## config.mk

```make
export PLATFORM = sky130hd
export DESIGN_NAME = uart_tx_serial_flat
export DESIGN_NICKNAME = d
export VERILOG_FILES = /design/src/rtl/uart_tx_serial_if.sv /design/src/rtl/uart_tx_serial.sv /design/src/flat_wrapper.sv
export SDC_FILE = /design/constraint.sdc
export NUM_CORES = 1
export LEC_CHECK = 0
export ABC_AREA = 1
export CAP_MARGIN = 20
export CORE_MARGIN = 2
export CORE_UTILIZATION = 58
export CTS_BUF_LIST = sky130_fd_sc_hd__clkbuf_16
export DETAILED_ROUTE_END_ITERATION = 12
export PLACE_DENSITY = 0.84
export REMOVE_ABC_BUFFERS = 1
export SYNTH_ARGS = -nofsm -noshare
export SYNTH_HDL_FRONTEND = slang
export SYNTH_SLANG_ARGS = --single-unit
export TNS_END_PERCENT = 20
```

## constraint.sdc

```tcl
create_clock -name sys_clk -period 2.34 [get_ports sys_clk]
set_input_delay 0.234 -clock sys_clk [delete_from_list [all_inputs] [get_ports sys_clk]]
set_output_delay 0.234 -clock sys_clk [all_outputs]
set_load 0.05 [all_outputs]
```

## src/rtl/uart_tx_serial_if.sv

```systemverilog
// Byte-in / serial-out bundle between the byte source (master) and the UART
// transmitter (slave).
interface uart_tx_serial_if;
  logic       enable_txd;
  logic [7:0] data;
  logic       txd;
  logic       tx_busy;
  logic       tx_done;
  logic       tx_overrun;

  modport master (output enable_txd, data,
                  input  txd, tx_busy, tx_done, tx_overrun);
  modport slave  (input  enable_txd, data,
                  output txd, tx_busy, tx_done, tx_overrun);
endinterface

```

## src/rtl/uart_tx_serial.sv

```systemverilog
// UART transmit serializer (8N1/8N2, LSB first) with a one-byte holding register.
// Define UART_TX_PARITY_EN to add a parity bit after the data bits (PARITY_ODD selects odd).
module uart_tx_serial #(
  parameter int CLK_FREQ  = 50000000,
  parameter int BAUD      = 115200,
  parameter int BAUD_DIV  = CLK_FREQ / BAUD,
  parameter int STOP_BITS = 1
`ifdef UART_TX_PARITY_EN
  ,
  parameter int PARITY_ODD = 0
`endif
) (
  input  logic            sys_clk,
  input  logic            sys_rst,
  uart_tx_serial_if.slave bus
);

  localparam int               CNT_W     = $clog2(BAUD_DIV);
  localparam logic [CNT_W-1:0] CNT_MAX   = CNT_W'(BAUD_DIV - 1);
  localparam logic [2:0]       STOP_LAST = 3'(STOP_BITS - 1);

  typedef enum logic [2:0] {
    IDLE,
    START,
    DATA,
`ifdef UART_TX_PARITY_EN
    PARITY,
`endif
    STOP
  } state_t;

  state_t           state, state_next;
  logic [CNT_W-1:0] cnt, cnt_next;
  logic [2:0]       idx, idx_next;
  logic [7:0]       shift, shift_next;
  logic [7:0]       hold, hold_next;
  logic             hold_valid, hold_valid_next;
  logic             overrun_q, overrun_next;
  logic             txd_q, txd_next;
  logic             load;
  logic [7:0]       load_byte;
  logic             bit_end, frame_end;
`ifdef UART_TX_PARITY_EN
  logic             parity_bit, parity_next;
`endif

  assign bit_end   = (cnt == CNT_MAX);
  assign frame_end = (state == STOP) && bit_end && (idx == STOP_LAST);

  always_ff @(posedge sys_clk) begin
    if (sys_rst) begin
      state      <= IDLE;
      cnt        <= '0;
      idx        <= '0;
      shift      <= '0;
      hold       <= '0;
      hold_valid <= 1'b0;
      overrun_q  <= 1'b0;
      txd_q      <= 1'b1;
`ifdef UART_TX_PARITY_EN
      parity_bit <= 1'b0;
`endif
    end else begin
      state      <= state_next;
      cnt        <= cnt_next;
      idx        <= idx_next;
      shift      <= shift_next;
      hold       <= hold_next;
      hold_valid <= hold_valid_next;
      overrun_q  <= overrun_next;
      txd_q      <= txd_next;
`ifdef UART_TX_PARITY_EN
      parity_bit <= parity_next;
`endif
    end
  end

  always_comb begin
    state_next      = state;
    cnt_next        = cnt;
    idx_next        = idx;
    shift_next      = shift;
    hold_next       = hold;
    hold_valid_next = hold_valid;
    overrun_next    = 1'b0;
    load            = 1'b0;
    load_byte       = bus.data;
    txd_next        = 1'b1;
`ifdef UART_TX_PARITY_EN
    parity_next     = parity_bit;
`endif

    if (state != IDLE) cnt_next = bit_end ? '0 : cnt + 1'b1;

    unique case (state)
      START: if (bit_end) state_next = DATA;
      DATA: begin
        if (bit_end) begin
          shift_next = shift >> 1;
          if (idx == 3'd7) begin
            idx_next = '0;
`ifdef UART_TX_PARITY_EN
            state_next = PARITY;
`else
            state_next = STOP;
`endif
          end else begin
            idx_next = idx + 3'd1;
          end
        end
      end
`ifdef UART_TX_PARITY_EN
      PARITY: if (bit_end) state_next = STOP;
`endif
      STOP: if (bit_end && !frame_end) idx_next = idx + 3'd1;
      default: ;
    endcase

    // The last STOP cycle both retires the frame and may accept a new byte,
    // so the held byte is promoted and the incoming one takes its place.
    if (state == IDLE) begin
      if (bus.enable_txd) load = 1'b1;
    end else if (frame_end) begin
      idx_next = '0;
      if (hold_valid) begin
        load            = 1'b1;
        load_byte       = hold;
        hold_valid_next = bus.enable_txd;
        if (bus.enable_txd) hold_next = bus.data;
      end else if (bus.enable_txd) begin
        load = 1'b1;
      end else begin
        state_next = IDLE;
      end
    end else if (bus.enable_txd) begin
      if (!hold_valid) begin
        hold_next       = bus.data;
        hold_valid_next = 1'b1;
      end else begin
        overrun_next = 1'b1;
      end
    end

    if (load) begin
      shift_next = load_byte;
      state_next = START;
      cnt_next   = '0;
      idx_next   = '0;
`ifdef UART_TX_PARITY_EN
      parity_next = (^load_byte) ^ (PARITY_ODD != 0);
`endif
    end

    // txd is registered from the next state so the line lines up with the state.
    unique case (state_next)
      START:   txd_next = 1'b0;
      DATA:    txd_next = shift_next[0];
`ifdef UART_TX_PARITY_EN
      PARITY:  txd_next = parity_next;
`endif
      default: txd_next = 1'b1;
    endcase
  end

  assign bus.txd        = txd_q;
  assign bus.tx_busy    = (state != IDLE) || hold_valid;
  assign bus.tx_done    = frame_end;
  assign bus.tx_overrun = overrun_q;

endmodule

```

## src/flat_wrapper.sv

```systemverilog
// flat-port wrapper written by rule: the top's interface ports become plain ports
module uart_tx_serial_flat 
#(
  parameter int CLK_FREQ  = 50000000,
  parameter int BAUD      = 115200,
  parameter int BAUD_DIV  = CLK_FREQ / BAUD,
  parameter int STOP_BITS = 1

)
  (sys_clk, sys_rst, bus_enable_txd, bus_data, bus_txd, bus_tx_busy, bus_tx_done, bus_tx_overrun);
  uart_tx_serial_if bus_i ();
  input  logic sys_clk;
  input  logic sys_rst;
  input wire logic [$bits(bus_i.enable_txd)-1:0] bus_enable_txd;
  input wire logic [$bits(bus_i.data)-1:0] bus_data;
  output wire logic [$bits(bus_i.txd)-1:0] bus_txd;
  output wire logic [$bits(bus_i.tx_busy)-1:0] bus_tx_busy;
  output wire logic [$bits(bus_i.tx_done)-1:0] bus_tx_done;
  output wire logic [$bits(bus_i.tx_overrun)-1:0] bus_tx_overrun;
  assign bus_i.enable_txd = bus_enable_txd;
  assign bus_i.data = bus_data;
  assign bus_txd = bus_i.txd;
  assign bus_tx_busy = bus_i.tx_busy;
  assign bus_tx_done = bus_i.tx_done;
  assign bus_tx_overrun = bus_i.tx_overrun;
  uart_tx_serial #(.CLK_FREQ(CLK_FREQ), .BAUD(BAUD), .BAUD_DIV(BAUD_DIV), .STOP_BITS(STOP_BITS)) u_core (.sys_clk(sys_clk), .sys_rst(sys_rst), .bus(bus_i));
endmodule
```

# Yosys cells after proc, flatten, opt, wreduce, memory -nomap -nowiden
# Index checks and enable logic that the tools add are counted.
dict set report totals {
  inputBits 11
  out_inout_bits 4
  elab_cells 73
  reg_bits 34
}
dict set report op_classes {
  n_addsub 2
  bitwise_logic 2
  muxes 35
  reduce_logical 16
  n_eq_ne 9
}
# op count
set op_table {}
lappend op_table {{8-bit 2-to-1 mux} 10}
lappend op_table {{3-bit 2-to-1 mux} 13}
lappend op_table {{3-bit case mux with 2 select lines} 2}
lappend op_table {{9-bit by 1-bit adder with 9-bit output, second input constant} 1}
lappend op_table {{3-bit by 2-bit equality test with 1-bit output, second input constant} 3}
lappend op_table {{9-bit equality test, second input constant} 1}
lappend op_table {{9-bit 2-to-1 mux} 1}
lappend op_table {{1-bit 2-to-1 mux} 8}
lappend op_table {{3-bit by 1-bit equality test with 1-bit output, second input constant} 2}
lappend op_table {{3-bit logical NOT} 2}
lappend op_table {{2-bit nonzero test} 3}
lappend op_table {{2-bit AND reduction} 2}
lappend op_table {{4-bit AND reduction} 1}
lappend op_table {{4-bit OR reduction} 1}
lappend op_table {{3-bit by 1-bit adder with 3-bit output, second input constant} 1}
lappend op_table {{3-bit equality test, second input constant} 1}
lappend op_table {{1-bit logical AND} 3}
lappend op_table {{3-bit nonzero test} 1}
lappend op_table {{2-bit by 1-bit inequality test with 1-bit output, second input constant} 1}
lappend op_table {{2-bit inequality test, second input constant} 1}
lappend op_table {{1-bit NOT} 2}
lappend op_table {{1-bit case mux with 2 select lines} 1}
lappend op_table {{2-bit OR reduction} 1}
lappend op_table {{1-bit logical NOT} 1}
lappend op_table {{1-bit logical OR} 1}

# Depth between registers and ports, before layout
# Gate-level depths: netlist of run 1.
dict set report depth {
  ltp_word 11
  mapped_depth 13
  ltp_nobuf 13
}

# Least setup slack after synthesis of run 1
# OpenSTA, ideal clock, no wires.
dict set report synth_timing {
  path_kind {reg2reg}
  startpoint {register u_core.idx[0]}
  endpoint {register u_core.hold[0]}
  arrival_time_ns 1.559
  path_buffers 2
  path_slack_ns 0.669
  path_stages_with_launch 12
  t_required_ns 2.228
  period_less_slack_ns 1.671
  cell_sequence {dfxtp_1 -> inv_1 -> ha_1 -> nand2_1 -> nor2_8 -> nand3_4 -> buf_6 -> o211ai_4 -> buf_6 -> nand2_1 -> nand2_1 -> nor2_1}
}
dict set report synth_between {
  elab_chain_cells 4
  word_cells_on_any_way 6
}
# item line_no
set synth_rtl {}
lappend synth_rtl {{start, declared} uart_tx_serial.sv:34} ;# logic [2:0] idx, idx_next;
lappend synth_rtl {{start signal, assigned} uart_tx_serial.sv:66} ;# idx <= idx_next;
lappend synth_rtl {{3-bit logical NOT *} uart_tx_serial.sv:48} ;# assign frame_end = (state == STOP) && bit_end && (idx == STOP_LAST);
lappend synth_rtl {{1-bit logical AND *} uart_tx_serial.sv:48}
lappend synth_rtl {{2-bit by 1-bit inequality test with 1-bit output (no line) or 2-bit nonzero test (tied branches)} --}
lappend synth_rtl {{4-bit AND reduction (no line)} --}
lappend synth_rtl {{end signal, assigned} uart_tx_serial.sv:68} ;# hold <= hold_next;
lappend synth_rtl {{end, declared} uart_tx_serial.sv:36} ;# logic [7:0] hold, hold_next;
# Mark *: on every way between the ends. The rest lies on a longest branch, timed or not.
# A chain may end at the register's enable or synchronous reset.

# Worst setup path in the final report of run 1
dict set report layout_timing {
  startpoint {register u_core.state[0]}
  endpoint {output bus_tx_busy}
}
dict set report layout_between {
  elab_chain_cells 2
}
# item line_no
set layout_rtl {}
lappend layout_rtl {{start, declared} uart_tx_serial.sv:32} ;# state_t state, state_next;
lappend layout_rtl {{start signal, assigned} uart_tx_serial.sv:64} ;# state <= state_next;
lappend layout_rtl {{3-bit nonzero test} uart_tx_serial.sv:166} ;# assign bus.tx_busy = (state != IDLE) || hold_valid;
lappend layout_rtl {{1-bit logical OR} uart_tx_serial.sv:166}
lappend layout_rtl {{end, declared} flat_wrapper.sv:17} ;# output wire logic [$bits(bus_i.tx_busy)-1:0] bus_tx_busy;
# Every way passes these cells.

==> summary by stage, run 1 <==
Status
The flow ran to the end, and the final reports show no timing, DRC or antenna violations.

Critical path
The kind of cell with the highest combined delay along the critical path is buffers and inverters. Along the worst path, the maximum fanout reaches 7. Data on the critical path arrives at its endpoint at 1860 ps.

The worst setup path is launched from a register. The data required time of the worst path is approximately 2100 ps. By instance count, the cell type seen most on the critical path is sky130_fd_sc_hd__inv_2. On the critical path, the stage with the largest delay is an instance of sky130_fd_sc_hd__clkdlybuf4s50_1. The worst setup path is of the register to output port kind. STA classifies the critical path endpoint as an output port. Traced cell by cell, the critical path runs through inv_2 > nand2_2 > inv_2 > nand2_1 > clkdlybuf4s50_1.

On the worst path, the slowest cell contributes a delay of 800 ps. The critical path contains buffers and inverters numbering 3 combined.

Worst hold path
In this run the worst hold path is classified as register to register.

CTS
In this run, CTS created clock tree buffers numbering 5. Counting along the longest clock path gives a buffer depth of 2. The register clock-pin slew on the reported worst setup and hold paths is 50 ps. The post-CTS repair timing setup buffer count is 0.

The clock tree from TritonCTS is done. The maximum level of the CTS H-tree is 2. At the later pin of the worst-skew pair, clock insertion delay measures roughly 280 ps. The cell at the root of the clock tree is sky130_fd_sc_hd__clkbuf_16. The clock sink count is 34. The number of gates resized after CTS was 0. Hold repair after CTS inserted 0 buffers.

Synthesis
A synthesized cell averages 6.44 sq um. The flip-flop and latch count after synthesis is 34. Summing the sequential cell areas from Yosys gives 33.2% of the chip area. The number of warnings reported in the yosys synthesis log is 0.

The number of different library cells used by synthesis comes to 29. The synthesized netlist cell count is 318. The cell area that synthesis handed to floorplanning was a little over 2000 sq um.

Routing
The total vias in the final route is 1982. For this block, wires on met1 add up to 2150 microns. Using the TritonRoute via totals, the vias-per-cell ratio works out to approximately 5.2. In this run, the number of DRC markers left after iteration 0 of detailed routing was 179. The highest metal layer with signal wires is met4. The met2 wire length is 1980 microns. The first TritonRoute pass finished after 5 iterations. The total wirelength of the detailed-routed design is 4360 microns. In the final routed layout, each cell accounts on average for ~11 microns. The count of nets left with antenna violations once routing finished came out at 0. The number of remaining DRC errors is 0. The routed design uses around 160 microns of met3 wire.

Floorplan
The initial utilization of the core area, before any placement, comes to 60.9%. The vertical extent of the die is 63.4 microns. In this run the core area contains 21 standard-cell rows. The area of the die is 4030 sq um. The width of the die is 63.4 microns. The region available for standard cell placement spans 3360 sq um. The total I/O pin count is 15.

STA
The worst pin sits at a relative slew slack of approximately two thirds. The clock period minus final worst setup slack is around 2100 ps. The final hold violation count is 0. Setup repair after global routing left no endpoint under its margin. In the final timing run, aggregate negative setup slack is 0 ps. The worst clock skew on the final layout is 3.85 ps. The top achievable clock speed is 477 MHz. The number of setup violations in the final report is 0.

The max-slew violation count is 0. The fraction of the cycle the final worst path needs is 89.5%. At the pin with the least slew margin, the transition time is 494 ps.

Pwr
In this run switching power makes up 25.4% of total power. Power spread over the standard cell area amounts to 605 nW/um^2. The worst voltage drop across the vdd grid is 0.000340 V. The final total power is 1.42 mW.

The power share of the combinational group is 14.1%. The internal power of the cells is 1.06 mW. The net load switching power is 0.362 mW.

The clock power share is 42.0%. Of the total power, registers draw 43.8%. The standby leakage power is between 0.9 and 1 nW.

Global routing
The overall track demand over capacity in global routing is 24.1%. The residual overflow from global routing is 0. The via count of the first global-routing pass is 1693. Entering global routing, the biggest net connects 15 pins. The wire length of the first global-routing pass is 7620 microns. The number of antenna violations at the first check in global routing was 0.

Placed design
The last weighted congestion value of the routability-driven placer is 0.906. The count of buffers from port buffering is 14. The wire-length estimate of the detail-placed layout is 3210 microns.

Cells and area
Registers take 681 sq um. The final cell utilization of the core is a little over two thirds. The net count of the finished layout is 352.

The commonest non-fill, non-tap cell in the layout is sky130_fd_sc_hd__nand2_1. The number of filler cells placed in the layout is 311. Compared with the post-synthesis result, the final layout area differs by 14.8%. The share of layout cells above drive strength 1 is 8.04%. Leaving out fill and tap cells, the most frequent cells in the layout are sky130_fd_sc_hd__nand2_1, sky130_fd_sc_hd__inv_1, sky130_fd_sc_hd__nor2_1. The multi-input combinational cells in the finished layout cover a total of approximately 1100 sq um.

0 antenna diodes ended up in the layout.

Job
The reported max-cap violation count is 0.
## logic make-up (layout without fill, tap and decap cells)
family	count (synthesis)	in the layout	share of synthesized area, %
fa+ha+maj	5	5	3.05
xor+xnor	2	2	0.855
compound gates	54	54	14.9
buf+inv	55	73	11.2
flops	34	34	33.2
simple gates	168	168	36.8
## worst register-to-register path, delay by kind of cell, from the launching register on
kind | cells | cell delay (ps)
AND/OR/NAND/NOR | 5 | 710
flip-flops | 1 | 320
AO/OA/AOI/OAI | 2 | 540
buffers and inverters | 3 | 220
adder cells (fa/ha/maj) | 1 | 140
## cell type report
| cell class | count | area share, % |
|---|---|---|
| inverter | 49 | 7.81 |
| clock buffer | 5 | 5.32 |
| timing repair buffer | 17 | 6.80 |
| sequential | 34 | 28.9 |
| clock inverter | 2 | 0.319 |
| multi-input combinational | 229 | 48.4 |
| tap | 46 | 2.45 |
## power by group through the flow
| stage | Sequential, mW | Combinational (mW) | Clock, mW |
|---|---|---|---|
| final | 0.624 | 0.201 | 0.598 |
| after global routing | 0.626 | 0.231 | 0.632 |
| after CTS | 0.624 | 0.201 | 0.607 |
| after detailed placement | 0.635 | 0.199 | 0 |
| after global placement | 0.634 | 0.197 | 0 |
| after floorplan | 0.640 | 0.128 | 0 |
## Yosys cell counts
| master | n | share of area [%] |
|---|---|---|
| sky130_fd_sc_hd__clkinv_1 | 1 | 0.18 |
| sky130_fd_sc_hd__inv_2 | 7 | 1.3 |
| sky130_fd_sc_hd__nand3_4 | 2 | 1.7 |
| sky130_fd_sc_hd__nand4_1 | 6 | 1.8 |
| sky130_fd_sc_hd__nor2_8 | 1 | 0.98 |
| sky130_fd_sc_hd__nor2_1 | 36 | 6.6 |
| sky130_fd_sc_hd__o21ai_0 | 27 | 6.6 |
| sky130_fd_sc_hd__o211ai_1 | 1 | 0.37 |
| sky130_fd_sc_hd__nor2_2 | 2 | 0.61 |
| sky130_fd_sc_hd__nand3_1 | 15 | 3.7 |
| sky130_fd_sc_hd__xor2_1 | 2 | 0.85 |
| sky130_fd_sc_hd__buf_2 | 1 | 0.24 |
| sky130_fd_sc_hd__nor3b_1 | 1 | 0.37 |
| sky130_fd_sc_hd__a21oi_4 | 1 | 0.79 |
| sky130_fd_sc_hd__nor3_1 | 12 | 2.9 |
| sky130_fd_sc_hd__buf_6 | 3 | 1.6 |
| sky130_fd_sc_hd__o211ai_4 | 1 | 1.0 |
| sky130_fd_sc_hd__clkbuf_1 | 2 | 0.37 |
| sky130_fd_sc_hd__nand2_2 | 2 | 0.61 |
| sky130_fd_sc_hd__o21bai_1 | 2 | 0.73 |
| sky130_fd_sc_hd__nand2_1 | 88 | 16 |
| sky130_fd_sc_hd__nor2_4 | 1 | 0.55 |
| sky130_fd_sc_hd__inv_1 | 41 | 7.5 |
| sky130_fd_sc_hd__ha_1 | 5 | 3.1 |
| sky130_fd_sc_hd__a21oi_1 | 17 | 4.2 |
| sky130_fd_sc_hd__nor4_1 | 1 | 0.31 |
| sky130_fd_sc_hd__o21ai_1 | 5 | 1.2 |
| sky130_fd_sc_hd__nor3_2 | 1 | 0.49 |
| sky130_fd_sc_hd__dfxtp_1 | 34 | 33 |
## metrics by stage
stage          hold WS [ps]  std cells  area [sq um]  setup WS, ps
6_report                485        382          2350           245
5_1_grt                 517        382          2350           119
4_1_cts                 485        382          2350           253
3_5_place_dp            476        375          2220           377
3_3_place_gp            469        375          2220           451
2_1_floorplan           303        312          2000           614
## registers in the layout, indices dropped and copies added (netlist names)
signal / cells
u_core.hold: 8
u_core.idx: 3
u_core.hold_valid: 1
u_core.cnt: 9
u_core.state: 3
u_core.bus.tx_overrun: 1
u_core.bus.txd: 1
u_core.shift: 8
## path summary, 6_finish.rpt
check / start / to / slack (ps) / cells past startpoint
setup / recovery: u_core.state[0] / bus_tx_busy / 250 / 5
hold / removal: u_core.shift[7] / u_core.shift[7] / 490 / 2
setup reg to reg: u_core.idx[0] / u_core.cnt[8] / 330 / 11
hold reg to reg: u_core.shift[7] / u_core.shift[7] / 490 / 2
## routing by layer
metal,global-route usage [%],vias to the layer above
li1,-,1055
met1,32.8,875
met2,37.2,46
met3,5.36,6
met4,8.97,0
met5,0,-
Note: power is estimated with default switching activity, not from simulation.
==> run 2, diff against run 1 <==
--- a/config.mk
+++ b/config.mk
@@ -7,7 +7,6 @@
 export LEC_CHECK = 0
 export ABC_AREA = 1
 export CAP_MARGIN = 20
-export CORE_MARGIN = 2
 export CORE_UTILIZATION = 58
 export CTS_BUF_LIST = sky130_fd_sc_hd__clkbuf_16
 export DETAILED_ROUTE_END_ITERATION = 12
==> run 2 against run 1 <==
Effect of this change:
- cell count is 0.26% higher
- first-iteration DRC count is 39% lower
- clock power is 21% higher
- die area is 6.2% lower
- core utilization is 0.89 points higher
- hold slack worse by 2.0 ps
- clock-buffer cell count stayed put
- combinational power hardly changed
- largest cell class unchanged
- highest routed layer unchanged
==> summary by stage, run 2 (synthesis gave the netlist of run 1 again) <==
Critical path
The signal arrival time at the worst endpoint is 1940 ps (+80 ps). The slowest library cell on the worst path is sky130_fd_sc_hd__clkdlybuf4s50_1. The startpoint class of the critical path is a register.

In this design, the largest share of critical-path delay is due to buffers and inverters. The data required time of the worst path was 2110 ps (about the same). The sum of buffers and inverters on the critical path is 3 (unchanged). The type of destination of the critical path is an output port. The largest fanout of any net on the critical path was 8 (+1). The stage delay of the slowest cell on the critical path is 800 ps (about the same). The signal on the critical path passes through inv_2 > nand2_2 > inv_2 > nand2_1 > clkdlybuf4s50_1. The critical path class is register to output port. By instance count, the cell type seen most on the critical path is sky130_fd_sc_hd__inv_2.

Cells and area
The share of layout cells above drive strength 1 is 8.31% (+0.27 points). The flip-flop count of the largest register, all copies and words added came to 9 (unchanged). The number of antenna repair diodes was 0 (unchanged).

The number of nets in the layout is 352 (unchanged). In the final layout, the registers with the most flip-flops are u_core.cnt (9), u_core.hold (8), u_core.shift (8). The largest register by flop count is u_core.cnt. Relative to the synthesized area, the layout overhead comes to 16.3%. Leaving out fill and tap cells, the most frequent cell in the layout is sky130_fd_sc_hd__nand2_1.

In the layout the commonest cells are sky130_fd_sc_hd__nand2_1, sky130_fd_sc_hd__inv_1, sky130_fd_sc_hd__nor2_1. The final cell utilization of the core is 70.9% (+0.89 points). The post-route cell area is 2380 sq um (+1.3%).

STA
The final hold violation count is 0 (unchanged). The total negative setup slack came to 0 ps (unchanged). The max-slew headroom at the worst pin was 66.3% (-0.70 points). The max-slew violation count is 0 (unchanged). The worst clock skew on the final layout is 4.46 ps (+0.605 ps). The slew at the pin closest to its max-slew limit is 503 ps (+9.38 ps). The number of setup violations in the final report is 0 (unchanged). The clock period minus final worst setup slack was 2170 ps (+75.1 ps). The fraction of the cycle the final worst path needs came to 92.7% (+3.2 points). Setup repair after global routing left no endpoint under its margin.

The worst hold slack after final layout is 483 ps (-2.00 ps). The top achievable clock speed was 461 MHz (-3.5%).

CTS
The clock latency on the worst-skew pair is 280 ps (about the same). The maximum level of the CTS H-tree came to 2 (unchanged). The cell at the root of the clock tree is sky130_fd_sc_hd__clkbuf_16. The clock sink count is 34 (unchanged). TritonCTS built the clock tree.

The maximum clock insertion buffer count is 2 (unchanged). The register clock-pin slew on the reported worst setup and hold paths came to 50 ps (about the same). The hold buffer count at CTS is 0 (unchanged). The total clock buffers created by CTS was 5 (unchanged). The post-CTS repair timing setup buffer count is 0 (unchanged). The quantity of gates resized following cts was 0 (unchanged).

Job
The reported max-cap violation count is 0 (unchanged).

Global routing
The via count of the first global-routing pass is 1668 (-1.5%). The number of antenna violations at the first check in global routing is 0 (unchanged). The overall track demand over capacity in global routing is 25.3% (+1.2 points).

The largest net degree at the start of global routing is 17 (+2). The wire length of the first global-routing pass is 7000 microns (-8.2%). The residual overflow from global routing was 0 (unchanged).

Status
The flow ran to the end, and the final reports show no timing, DRC or antenna violations.

Placed design
The cell area reported after detailed placement is 2220 sq um (unchanged). The last weighted congestion value of the routability-driven placer is 0.878 (-3.1%). The count of buffers from port buffering is 14 (unchanged).

The detailed placement HPWL came to 3230 microns (+0.47%).

Floorplan
The width of the die is 61.4 microns (-3.2%). The area of the die is 3780 sq um (-6.2%). The total I/O pin count is 15 (unchanged). The vertical extent of the die is 61.4 microns (-3.2%). The placeable core region came to 3360 sq um (unchanged). The effective utilization at floorplan came to 60.9% (unchanged).

The total number of placement rows came to 21 (unchanged).

Worst hold path
The kind of path behind the tightest hold check is register to register.

Routing
The post-route antenna net violation count is 0 (unchanged). The first-pass iteration count of the detailed router is 4 (-1). The number of remaining DRC errors was 0 (unchanged). The total vias in the final route is 1944 (-1.9%). The via density per instance came to 5.08 (-2.2%). The final routed wire length divided by cell count came to 11.2 microns (-1.8%). The detailed router's first-iteration violation count came to 110 (-39%). The total wirelength of the detailed-routed design is 4300 microns (-1.5%).

Pwr
The standby leakage power is 1.00 nW (+1.4%). The areal power density over the cells is 649 nW/um^2 (+7.2%). The worst voltage drop across the vdd grid came to 0.000552 V (+62%).
==> run 2: through the flow <==
stage               cells  setup slack (ps)  power [mW]
CTS                   383               179        1.55
global route          383              73.1        1.61
global placement      375               462       0.830
finish                383               170        1.55
detailed placement    375               378       0.833
floorplan             312               614       0.768
==> run 2: area by class of cell <==
cell class | instances | area, sq um
multi-input cells | 229 | 1140
fillers | 283 | 980
flip-flops and latches | 34 | 681
inverters | 49 | 184
repair buffers | 17 | 160
clock buffers | 5 | 125
well taps | 46 | 57.6
clock inverters | 3 | 37.5
==> run 2: per-layer routing <==
| layer | routed length [microns] | global-route usage [%] |
|---|---|---|
| met5 | 0 | 0 |
| met1 | 2100 | 33.6 |
| met3 | 210 | 5.46 |
| met4 | 51 | 8.89 |
| met2 | 1930 | 40.5 |
==> run 2: path summary, 6_finish.rpt <==
| kind | from | to | slack (ps) | cells past startpoint |
|---|---|---|---|---|
| worst max-delay path | u_core.state[0] | bus_tx_busy | 170 | 5 |
| worst max register to register | u_core.cnt[0] | u_core.shift[3] | 370 | 9 |
| worst min-delay path | u_core.hold[3] | u_core.hold[3] | 480 | 2 |
| worst min register to register | u_core.hold[3] | u_core.hold[3] | 480 | 2 |
==> run 2: power breakdown <==
group	internal [mW]	total (mW)	switching [mW]
registers	0.607	0.623	0.0165
clock network	0.493	0.721	0.228
logic	0.0758	0.202	0.126
==> run 2: worst reg2reg max path, cell delays in order, from the launching register on <==
cell                      delay, ps
sky130_fd_sc_hd__dfxtp_1        380
sky130_fd_sc_hd__ha_1           190
sky130_fd_sc_hd__inv_1           70
sky130_fd_sc_hd__nor3_1         190
sky130_fd_sc_hd__nand2_1        150
sky130_fd_sc_hd__inv_1          170
sky130_fd_sc_hd__nand3_1        290
sky130_fd_sc_hd__o21ai_0        310
sky130_fd_sc_hd__nand2_1         80
sky130_fd_sc_hd__o21ai_0         70
==> run 3, diff against run 2 <==
--- a/config.mk
+++ b/config.mk
@@ -5,9 +5,9 @@
 export SDC_FILE = /design/constraint.sdc
 export NUM_CORES = 1
 export LEC_CHECK = 0
-export ABC_AREA = 1
+export ABC_AREA = 0
 export CAP_MARGIN = 20
-export CORE_UTILIZATION = 58
+export CORE_UTILIZATION = 57
 export CTS_BUF_LIST = sky130_fd_sc_hd__clkbuf_16
 export DETAILED_ROUTE_END_ITERATION = 12
 export PLACE_DENSITY = 0.84
==> run 3 against run 2 <==
Effect of this change:
- the run now ends with design-rule violations left
- via count fell by 15%
- clock power fell by 14%
- register-to-register slack got worse by 270 ps
- sequential cell count did not move
- clock-buffer cell count did not move
- global-route usage rose by 2.0 points
- critical path depth rose by 2
- die area fell by 12%
- non-clock buffer count rose by 6
- clock skew barely moved
- largest cell class unchanged
- highest routed layer unchanged
==> summary by stage, run 3 <==
CTS
The register clock-pin slew on the reported worst setup and hold paths is 50 ps (about the same). The maximum level of the CTS H-tree was 2 (unchanged). The maximum clock insertion buffer count was 2 (unchanged). The clock latency on the worst-skew pair is 280 ps (about the same).

TritonCTS built the clock tree. The clock sink count was 34 (unchanged). The total clock buffers created by CTS is 5 (unchanged). The post-CTS repair timing setup buffer count is 0 (unchanged). The hold buffer count at CTS is 0 (unchanged). The cell at the root of the clock tree is sky130_fd_sc_hd__clkbuf_16.

Global routing
The via count of the first global-routing pass came to 1528 (-8.4%). The largest net degree at the start of global routing is 22 (+5). The wire length of the first global-routing pass is 6900 microns (-1.4%). The residual overflow from global routing is 0 (unchanged).

The number of antenna violations at the first check in global routing is 0 (unchanged). The overall track demand over capacity in global routing is 27.3% (+2.0 points).

Job
The reported max-cap violation count is 0 (unchanged).

Cells and area
The final standard cell count with taps included and fillers excluded is 258 (-33%). The share of layout cells above drive strength 1 is 12.3% (+4.0 points). The post-route cell area came to 2110 sq um (-11%).

The number of nets in the layout came to 242 (-31%). The commonest non-fill, non-tap cell in the layout is sky130_fd_sc_hd__dfxtp_1. In the final layout, the registers with the most flip-flops are u_core.cnt (9), u_core.hold (8), u_core.shift (8).

The number of antenna repair diodes is 0 (unchanged). The area growth from synthesis to layout is 19.5%. The library cells used most frequently in the layout, excluding fill and tap cells, are sky130_fd_sc_hd__dfxtp_1, sky130_fd_sc_hd__nand3_1, sky130_fd_sc_hd__o21ai_0.

The final cell utilization of the core is 74.0% (+3.2 points). The flip-flop count of the largest register, all copies and words added is 9 (unchanged). The largest register by flop count is u_core.cnt.

Status
The final reports fail on design-rule violations. The flow ran to the end, but the final reports show violations.

STA
The clock period minus final worst setup slack is 2240 ps (+74.6 ps). The number of setup violations in the final report is 0 (unchanged). The fraction of the cycle the final worst path needs was 95.9% (+3.2 points). The worst clock skew on the final layout is 4.48 ps (+0.0178 ps). The top achievable clock speed is 446 MHz (-3.3%).

The final hold violation count is 0 (unchanged). The max-slew headroom at the worst pin was 64.5% (-1.7 points). The slew at the pin closest to its max-slew limit is 530 ps (+26.4 ps). The setup slack after layout is 95.5 ps (-74.6 ps). Setup repair after global routing left no endpoint under its margin. The total negative setup slack was 0 ps (unchanged). The max-slew violation count is 0 (unchanged). The worst hold slack after final layout is 480 ps (-2.98 ps).

Synthesis
The top-area cell type share of the netlist area is 38.5% (+5.3 points). The flip-flop and latch count after synthesis is 34 (unchanged). The post-synthesis async set-or-reset flop share was 0% (unchanged). The synthesized netlist cell count is 209 (-34%). The count of flip-flops with a built-in enable after synthesis came to 0 (unchanged). The number of distinct standard cells referenced by the synthesized netlist is 37 (+28%). By area the synthesized netlist is led by sky130_fd_sc_hd__dfxtp_1, sky130_fd_sc_hd__nand3_1, sky130_fd_sc_hd__o21ai_0, sky130_fd_sc_hd__a21oi_1, sky130_fd_sc_hd__nor2_1. The sequential share of the synthesized area was 38.5% (+5.3 points). For this run, the leading register cell type out of synthesis is sky130_fd_sc_hd__dfxtp_1. sky130_fd_sc_hd__dfxtp_1 takes more of the synthesized area than any other cell.

The number of warnings reported in the yosys synthesis log is 0 (unchanged). The most common cell in the synthesized netlist is sky130_fd_sc_hd__dfxtp_1. The commonest cells after synthesis are sky130_fd_sc_hd__dfxtp_1, sky130_fd_sc_hd__nand3_1, sky130_fd_sc_hd__o21ai_0. The total standard cell area after synthesis is 1770 sq um (-14%). The mean instance size in the synthesized netlist is 8.46 sq um (+31%).

Placed design
The pre-CTS setup slack was 163 ps (-215 ps). The cell area reported after detailed placement is 1960 sq um (-12%). The detailed placement HPWL is 3070 microns (-4.7%). The count of buffers from port buffering is 14 (unchanged).

The last weighted congestion value of the routability-driven placer came to 0.886 (+0.93%). The number of cells after detailed placement was 250 (-33%).

Floorplan
The effective utilization at floorplan is 62.0% (+1.0 points). The total number of placement rows is 19 (-9.5%). The width of the die is 57.7 microns (-6.1%). The area of the die is 3330 sq um (-12%). The total I/O pin count is 15 (unchanged). The placeable core region was 2850 sq um (-15%). The vertical extent of the die is 57.7 microns (-6.1%).

Pwr
The standby leakage power is 0.815 nW (-19%). The worst voltage drop across the vdd grid came to 0.000660 V (+20%). The net load switching power is 0.356 mW (-3.9%).

The clock power share is 43.8% (-2.8 points). The areal power density over the cells is 674 nW/um^2 (+3.9%). The part of the power in registers is 43.6% (+3.3 points). The final total power is 1.42 mW (-8.0%). The internal power of the cells is 1.07 mW (-9.2%). The switching part of the total is 25.0% (+1.1 points). The power share of the combinational group is 12.6% (-0.5 points).

Critical path
The startpoint class of the critical path is a register. The type of destination of the critical path is a register. The largest fanout of any net on the critical path is 12 (+4). The data required time of the worst path is 2530 ps (+420 ps). The worst setup path is of the register to register kind. The signal arrival time at the worst endpoint is 2440 ps (+500 ps).

Routing
The number of remaining DRC errors is 1 (+1). The detailed router's first-iteration violation count came to 62 (-44%). The total wirelength of the detailed-routed design is 4290 microns (-0.21%).

The via density per instance was 6.44 (+27%). The final routed wire length divided by cell count is 16.6 microns (+48%). The post-route antenna net violation count is 0 (unchanged). The first-pass iteration count of the detailed router came to 9 (+5). The total vias in the final route is 1662 (-15%).

Worst hold path
The kind of path behind the tightest hold check is register to register.
==> run 3: cell count changes after synthesis, sizes merged, moves of 4 or more <==
| cell | delta |
|---|---|
| a211oi | +6 |
| and3 | +7 |
| clkbuf | +9 |
| inv | -40 |
| mux2i | +6 |
| nand2 | -78 |
| nor2 | -23 |
| nor3 | -6 |
| o21ai | -14 |
| xor2 | +4 |
==> run 3: worst paths after layout <==
kind | end | slack [ps] | startpoint | depth (start not counted)
worst max-delay path | u_core.shift[0] | 100 | u_core.idx[0] | 7
worst min register to register | u_core.hold[2] | 480 | u_core.hold[2] | 2
worst min-delay path | u_core.hold[2] | 480 | u_core.hold[2] | 2
worst max register to register | u_core.shift[0] | 100 | u_core.idx[0] | 7
==> run 3: kinds of logic (layout without fill, tap and decap cells) <==
group | after synthesis | after routing | synth area share, %
and+or+nand+nor | 81 | 81 | 25.0
AOI/OAI and AO/OA | 51 | 51 | 18.8
DFF | 34 | 34 | 38.5
buffers and inverters | 21 | 39 | 5.10
xor gates and xnor gates | 9 | 9 | 4.46
muxes | 8 | 8 | 4.67
adders and majority gates | 5 | 5 | 3.54
==> run 3: area by class of cell <==
type | instances | area [sq um]
timing repair buffer | 23 | 218
tap | 31 | 38.8
inverter | 8 | 30.0
sequential | 34 | 681
clock buffer | 5 | 125
clock inverter | 3 | 16.3
multi-input combinational | 154 | 1000
fill | 218 | 741
==> run 3: metal layers <==
metal | wire, microns | part of all wire, % | GRT usage [%] | vias up
met4 | 119 | 2.8 | 11.6 | 0
met3 | 329 | 7.7 | 8.04 | 14
li1 | - | - | - | 793
met2 | 2040 | 48 | 42.2 | 72
met1 | 1790 | 42 | 35.7 | 783
met5 | 0 | 0 | 0 | -
==> run 3: timing repair <==
| item | in CTS | in global routing |
|---|---|---|
| hold endpoints to repair | 0 | 0 |
| resized for setup | 0 | 2 |
| setup endpoints to repair | 0 | 2 |
==> run 3: power groups by stage <==
stage	sequential (mW)	combinational (mW)	clock [mW]
3_3_place_gp	0.630	0.169	0
4_1_cts	0.620	0.177	0.636
2_1_floorplan	0.639	0.0969	0
3_5_place_dp	0.632	0.174	0
6_report	0.620	0.180	0.623
5_1_grt	0.623	0.194	0.657
==> run 3: worst max-delay path, cell delays in order, from the launching register on <==
cell and delay (ps):
sky130_fd_sc_hd__dfxtp_1 330, sky130_fd_sc_hd__inv_1 80, sky130_fd_sc_hd__ha_1 190, sky130_fd_sc_hd__or4bb_1 460, sky130_fd_sc_hd__o41ai_2 300, sky130_fd_sc_hd__and2_1 450, sky130_fd_sc_hd__nor2_1 120, sky130_fd_sc_hd__a311oi_2 230
